$ cat src/rtl/mag_frame_decimator.sv
// Multi-channel magnitude decimator: sums each channel of a channel-serial
// magnitude stream over a runtime-selected number of frames and emits one
// channel-serial frame of sums per decimation period, one cycle after the
// beat that completes it.
module mag_frame_decimator #(
    parameter int CHANNEL_COUNT  = 8,
    parameter int MAG_WIDTH      = 26,
    parameter int MAX_DECIMATE   = 2000,
    parameter int DECIMATE_WIDTH = 11,
    parameter int SUM_WIDTH      = MAG_WIDTH + DECIMATE_WIDTH,
    parameter int CH_WIDTH       = $clog2(CHANNEL_COUNT)
) (
    input  logic                      i_sysClk,
    input  logic                      i_sysReset_n,
    input  logic [DECIMATE_WIDTH-1:0] i_decimateFactor,
    input  logic                      i_magValid,
    input  logic                      i_magFirst,
    input  logic [MAG_WIDTH-1:0]      i_magData,
    output logic                      o_sumValid,
    output logic                      o_sumFirst,
    output logic [CH_WIDTH-1:0]       o_sumChannel,
    output logic [SUM_WIDTH-1:0]      o_sumData,
    output logic [31:0]               o_periodCount,
    output logic                      o_seqError,
    input  logic                      i_clearError
);

    localparam logic [CH_WIDTH-1:0]       LAST_CHAN = CH_WIDTH'(CHANNEL_COUNT - 1);
    localparam logic [DECIMATE_WIDTH-1:0] MAX_DEC_W = DECIMATE_WIDTH'(MAX_DECIMATE);
    localparam logic [DECIMATE_WIDTH-1:0] ONE_DEC   = DECIMATE_WIDTH'(1);

    logic [CH_WIDTH-1:0]       r_chanIdx;
    logic [DECIMATE_WIDTH-1:0] r_frameIdx;
    logic [DECIMATE_WIDTH-1:0] r_factor;
    logic [SUM_WIDTH-1:0]      r_acc [CHANNEL_COUNT];
    logic                      r_sumValid;
    logic                      r_sumFirst;
    logic [CH_WIDTH-1:0]       r_sumChannel;
    logic [SUM_WIDTH-1:0]      r_sumData;
    logic [31:0]               r_periodCount;
    logic                      r_seqError;

    logic                      w_dropBeat;
    logic                      w_shortFrame;
    logic                      w_accept;
    logic [CH_WIDTH-1:0]       w_effChan;
    logic [DECIMATE_WIDTH-1:0] w_effFrame;
    logic [DECIMATE_WIDTH-1:0] w_clampFactor;
    logic [DECIMATE_WIDTH-1:0] w_factor;
    logic [SUM_WIDTH-1:0]      w_accPrev;
    logic [SUM_WIDTH-1:0]      w_sum;
    logic                      w_lastFrame;
    logic                      w_lastChan;

    // Classify the incoming beat, resolve the effective channel/frame slot
    // (a short frame restarts the period at channel 0) and form the new sum.
    always_comb begin
        w_dropBeat    = i_magValid && (r_chanIdx == '0) && !i_magFirst;
        w_shortFrame  = i_magValid && (r_chanIdx != '0) && i_magFirst;
        w_accept      = i_magValid && !w_dropBeat;
        w_effChan     = w_shortFrame ? '0 : r_chanIdx;
        w_effFrame    = w_shortFrame ? '0 : r_frameIdx;
        w_clampFactor = i_decimateFactor;
        if (i_decimateFactor == '0) begin
            w_clampFactor = ONE_DEC;
        end else if (i_decimateFactor > MAX_DEC_W) begin
            w_clampFactor = MAX_DEC_W;
        end
        w_factor    = ((w_effChan == '0) && (w_effFrame == '0)) ? w_clampFactor : r_factor;
        w_accPrev   = (w_effFrame == '0) ? '0 : r_acc[w_effChan];
        w_sum       = w_accPrev + SUM_WIDTH'(i_magData);
        w_lastFrame = (w_effFrame == (w_factor - ONE_DEC));
        w_lastChan  = (w_effChan == LAST_CHAN);
    end

    // Advance channel/frame position, latch the factor at period start,
    // count completed periods and register the output beat.
    always_ff @(posedge i_sysClk or negedge i_sysReset_n) begin
        if (!i_sysReset_n) begin
            r_chanIdx     <= '0;
            r_frameIdx    <= '0;
            r_factor      <= ONE_DEC;
            r_periodCount <= '0;
            r_sumValid    <= 1'b0;
            r_sumFirst    <= 1'b0;
            r_sumChannel  <= '0;
            r_sumData     <= '0;
        end else begin
            r_sumValid <= w_accept && w_lastFrame;
            if (w_accept) begin
                r_factor     <= w_factor;
                r_sumFirst   <= (w_effChan == '0);
                r_sumChannel <= w_effChan;
                r_sumData    <= w_sum;
                if (w_lastChan) begin
                    r_chanIdx <= '0;
                    if (w_lastFrame) begin
                        r_frameIdx    <= '0;
                        r_periodCount <= r_periodCount + 32'd1;
                    end else begin
                        r_frameIdx <= w_effFrame + ONE_DEC;
                    end
                end else begin
                    r_chanIdx  <= w_effChan + CH_WIDTH'(1);
                    r_frameIdx <= w_effFrame;
                end
            end
        end
    end

    // Per-channel accumulators; the first frame of a period overwrites.
    always_ff @(posedge i_sysClk or negedge i_sysReset_n) begin
        if (!i_sysReset_n) begin
            for (int i = 0; i < CHANNEL_COUNT; i++) begin
                r_acc[i] <= '0;
            end
        end else if (w_accept) begin
            r_acc[w_effChan] <= w_sum;
        end
    end

    // Sticky framing error; a new error outranks a simultaneous clear.
    always_ff @(posedge i_sysClk or negedge i_sysReset_n) begin
        if (!i_sysReset_n) begin
            r_seqError <= 1'b0;
        end else if (w_dropBeat || w_shortFrame) begin
            r_seqError <= 1'b1;
        end else if (i_clearError) begin
            r_seqError <= 1'b0;
        end
    end

    assign o_sumValid    = r_sumValid;
    assign o_sumFirst    = r_sumFirst;
    assign o_sumChannel  = r_sumChannel;
    assign o_sumData     = r_sumData;
    assign o_periodCount = r_periodCount;
    assign o_seqError    = r_seqError;

endmodule
$ cat config.mk
export PLATFORM = sky130hd
export DESIGN_NAME = mag_frame_decimator
export DESIGN_NICKNAME = d
export VERILOG_FILES = /design/src/rtl/mag_frame_decimator.sv
export SDC_FILE = /design/constraint.sdc
export NUM_CORES = 1
export LEC_CHECK = 0
export ABC_AREA = 1
export CAP_MARGIN = 30
export CORE_UTILIZATION = 45
export DETAILED_ROUTE_END_ITERATION = 7
export SLEW_MARGIN = 20
export SYNTH_ARGS = -nofsm -noshare
export SYNTH_HDL_FRONTEND = slang
export SYNTH_SLANG_ARGS = --single-unit
$ cat constraint.sdc
create_clock -name i_sysClk -period 5.41 [get_ports i_sysClk]
set_input_delay 0.8115 -clock i_sysClk [delete_from_list [all_inputs] [get_ports i_sysClk]]
set_output_delay 0.8115 -clock i_sysClk [all_outputs]
set_load 0.01 [all_outputs]
==> impl_metrics.tcl <==
set metrics [dict create \
    synthDominantCellAreaShare_pct 49.1 \
    numCtsBuffers 45 \
    leakage_nw 11.5 \
    status "complete, no violations" \
    fin_skew_ns 0.0263 \
    critPathArrivalTime_ns 5.25 \
    pin_count 117 \
    grt_overflow_total 0 \
    wl_per_cell_um 17.3 \
    cts_setup_buffers 0 \
    drc_errors 0 \
    cts_tree "yes" \
    h-tree-depth 2 \
    slew-limit-headroom_pct 41.8 \
    ant_nets 0 \
    fin_cells 3328 \
    die_w_um 214 \
    cts_sinks 396 \
    rsz0062_at_grt "false" \
    cts_root_buffer "clkbuf_16" \
    place.gp.congestion 0.892 \
    p_switching_mw 6.31 \
    dieArea_mm2 0.0456 \
    grt_pass1_wl_um 93700 \
    vias_per_cell 5.36 \
    tightest_slew_ns 0.870 \
    finalSetupViolCount 0 \
    rows 77 \
    rrSetupSlack_ns 0.68 \
    drt_iter0_drc 1707 \
    yosysMostFrequentCell "nand2_1" \
    max_stage_delay_ns 0.43 \
    r2r_cells 28 \
    syn_avg_cell_area_um2 7.88 \
    core-area_mm2 0.0442 \
    worst_path_most_repeated_cell "nand2_1" \
    worstSetupStartpointType "input port" \
    wirelength_um 57600 \
    synthTopCellsByCount "nand2_1 (862), dfrtp_1 (395), o21ai_0 (360), nor2_1 (145), inv_1 (142)" \
    synthCells 2556 \
    synth.yosys.warnings 0 \
    initial_core_util_pct 45.5 \
    drive_gt1_share_pct 8.95 \
    area_growth_pct 19.7 \
    hold_class "in2async" \
    die-height_um 214 \
    fmax_ghz 0.209 \
    placed_area_mm2 0.0225 \
    final_hold_viol_count 0 \
    multiInputGateArea_mm2 0.00905 \
    p_clk_share_pct 21.7 \
    yosysTopAreaCell "dfrtp_1" \
    synth_enable_flop_cells 0 \
    vias 17800 \
    grtUsageTotal_pct 26.1 \
    yosysSeqAreaShare_pct 49.2 \
    seqCellArea_mm2 0.00991 \
    combPwrFrac_pct 47.2 \
    grt_max_degree 111 \
    place_hpwl_um 37800 \
    timing.rr.end "r_acc[246]" \
    synth_cell_types 52 \
    ys_seq_elements 396 \
    clk_latency_ns 0.59 \
    path_clk_slew_ns 0.06 \
    synth_flop_cell "dfrtp_1" \
    cellPowerDensity_mw_per_mm2 635 \
    clockBufferDepth 3 \
    ir_drop_v 0.000306 \
    required_ns 5.87 \
    io_buffers 116 \
    fin_crit_sh_pct 88.6 \
    dpl.cell_count 3246 \
    num-nets-final 2777 \
    pre_cts_slack_ns -0.0413 \
    synthArstFlopShare_pct 100 \
    diodes 0 \
    antenna_found_initial 0 \
    drtPass1Iterations 7 \
    final_cell_area_mm2 0.0241 \
    p_sw_share_pct 41.2 \
    syn_area_mm2 0.0201 \
    crit_type "in2reg" \
    cp-end-kind "flip-flop" \
    min_period_ns 4.79 \
    p_total_mw 15.3 \
    synth_area_leaders "dfrtp_1 (49%), nand2_1 (16%), o21ai_0 (8.9%), nor2_1 (2.7%), inv_1 (2.6%)" \
    r2r_start "r_chanIdx[1]" \
    slowest_stage "clkdlybuf4s50_1" \
    nFillCells 4194 \
    drv_slew 0 \
    setup_slack_ns 0.618 \
    crit_path_max_fanout 9 \
    power_frac_seq_pct 31.1 \
    grt_pass1_vias 17300 \
    synth.net_count 2632 \
    p_int_mw 9.00 \
    max-cap-violations 0 \
]
[how the worst max path moves through the flow]
stage	cells past startpoint	slack, ns	end	startpoint
2_1_floorplan	29	0.06	o_sumData[24]	i_magFirst
3_3_place_gp	29	0.01	r_acc[283]	i_magFirst
3_5_place_dp	28	-0.04	r_acc[246]	i_magFirst
4_1_cts	29	0.52	r_acc[283]	i_magFirst
5_1_grt	28	0.08	r_acc[98]	i_magFirst
6_report	29	0.62	r_acc[246]	i_magFirst
[kinds of logic (layout without fill, tap and decap cells)]
kind of cell | after synthesis | count (layout) | synth area share (%)
AND/OR/NAND/NOR | 1198 | 1198 | 24.3
AO/OA/AOI/OAI | 566 | 566 | 15.5
flip-flops | 396 | 396 | 49.2
buffers and inverters | 296 | 476 | 5.96
XOR/XNOR | 66 | 66 | 2.87
adder cells (fa/ha/maj) | 34 | 34 | 2.15
[through the flow]
stage	setup TNS [ns]	hold WS, ns	util, %
2_1_floorplan	0	0.442	-
3_3_place_gp	0	0.457	50.7
3_5_place_dp	-0.330	0.459	50.8
4_1_cts	0	0.281	54.5
5_1_grt	0	0.310	54.5
6_report	0	0.222	54.5
[cells in the final DEF, fill, tap and decap left out, drive strengths merged, types with 2 or more instances in the layout]
cell             n
a211o            3
a211oi           4
a21boi           3
a21oi          100
a221oi           3
a31oi           21
a32o            32
buf            119
bufinv           7
clkbuf          60
clkdlybuf4s50  115
clkinv          15
clkinvlp         2
dfrtp          395
ha              33
inv            158
nand2          867
nand3           84
nand3b           3
nand4           50
nor2           153
nor3            29
nor4             9
o211ai           3
o21a             2
o21ai          384
o221ai           2
o22ai            5
xnor2           30
xor2            36
[state kept, by name (all words and copies together), names as in the netlist, 3 cells and up]
register	cells
o_sumChannel	3
o_periodCount	32
r_acc	296
r_chanIdx	3
r_factor	11
r_frameIdx	11
o_sumData	37
[worst max-delay path, delay by kind of cell]
| kind | cells | cell delay [ns] |
|---|---|---|
| AND/OR/NAND/NOR | 14 | 1.52 |
| adder cells (fa/ha/maj) | 2 | 0.41 |
| buffers and inverters | 7 | 1.10 |
| AO/OA/AOI/OAI | 6 | 1.38 |
[routing by layer]
| metal | wire, µm | track usage [%] |
|---|---|---|
| met4 | 1220 | 6.70 |
| met3 | 2760 | 3.65 |
| met1 | 26500 | 36.3 |
| met5 | 0 | 0 |
| met2 | 27100 | 42.9 |
[layout make-up]
class | instances | area share (%)
Timing Repair Buffer | 234 | 9.01
Clock buffer | 60 | 5.50
Clock inverter | 22 | 1.25
Tap cell | 592 | 3.07
Multi-Input combinational cell | 1864 | 37.5
Inverter | 160 | 2.52
Sequential cell | 396 | 41.1
[power by group through the flow]
| stage | Combinational (mW) | Sequential (mW) | Clock (mW) |
|---|---|---|---|
| 2_1_floorplan | 4.31 | 4.70 | 0 |
| 3_3_place_gp | 7.12 | 4.76 | 0 |
| 3_5_place_dp | 7.26 | 4.79 | 0 |
| 4_1_cts | 7.31 | 4.75 | 3.39 |
| 5_1_grt | 8.17 | 4.90 | 3.51 |
| 6_report | 7.23 | 4.76 | 3.32 |
[repair_timing]
item                                   CTS  global route
resized for setup                        0             1
setup endpoints to repair                0             9
hold buffers                             0             0
endpoints found under the hold margin    0             0
Power figures use the tool's default switching activity.
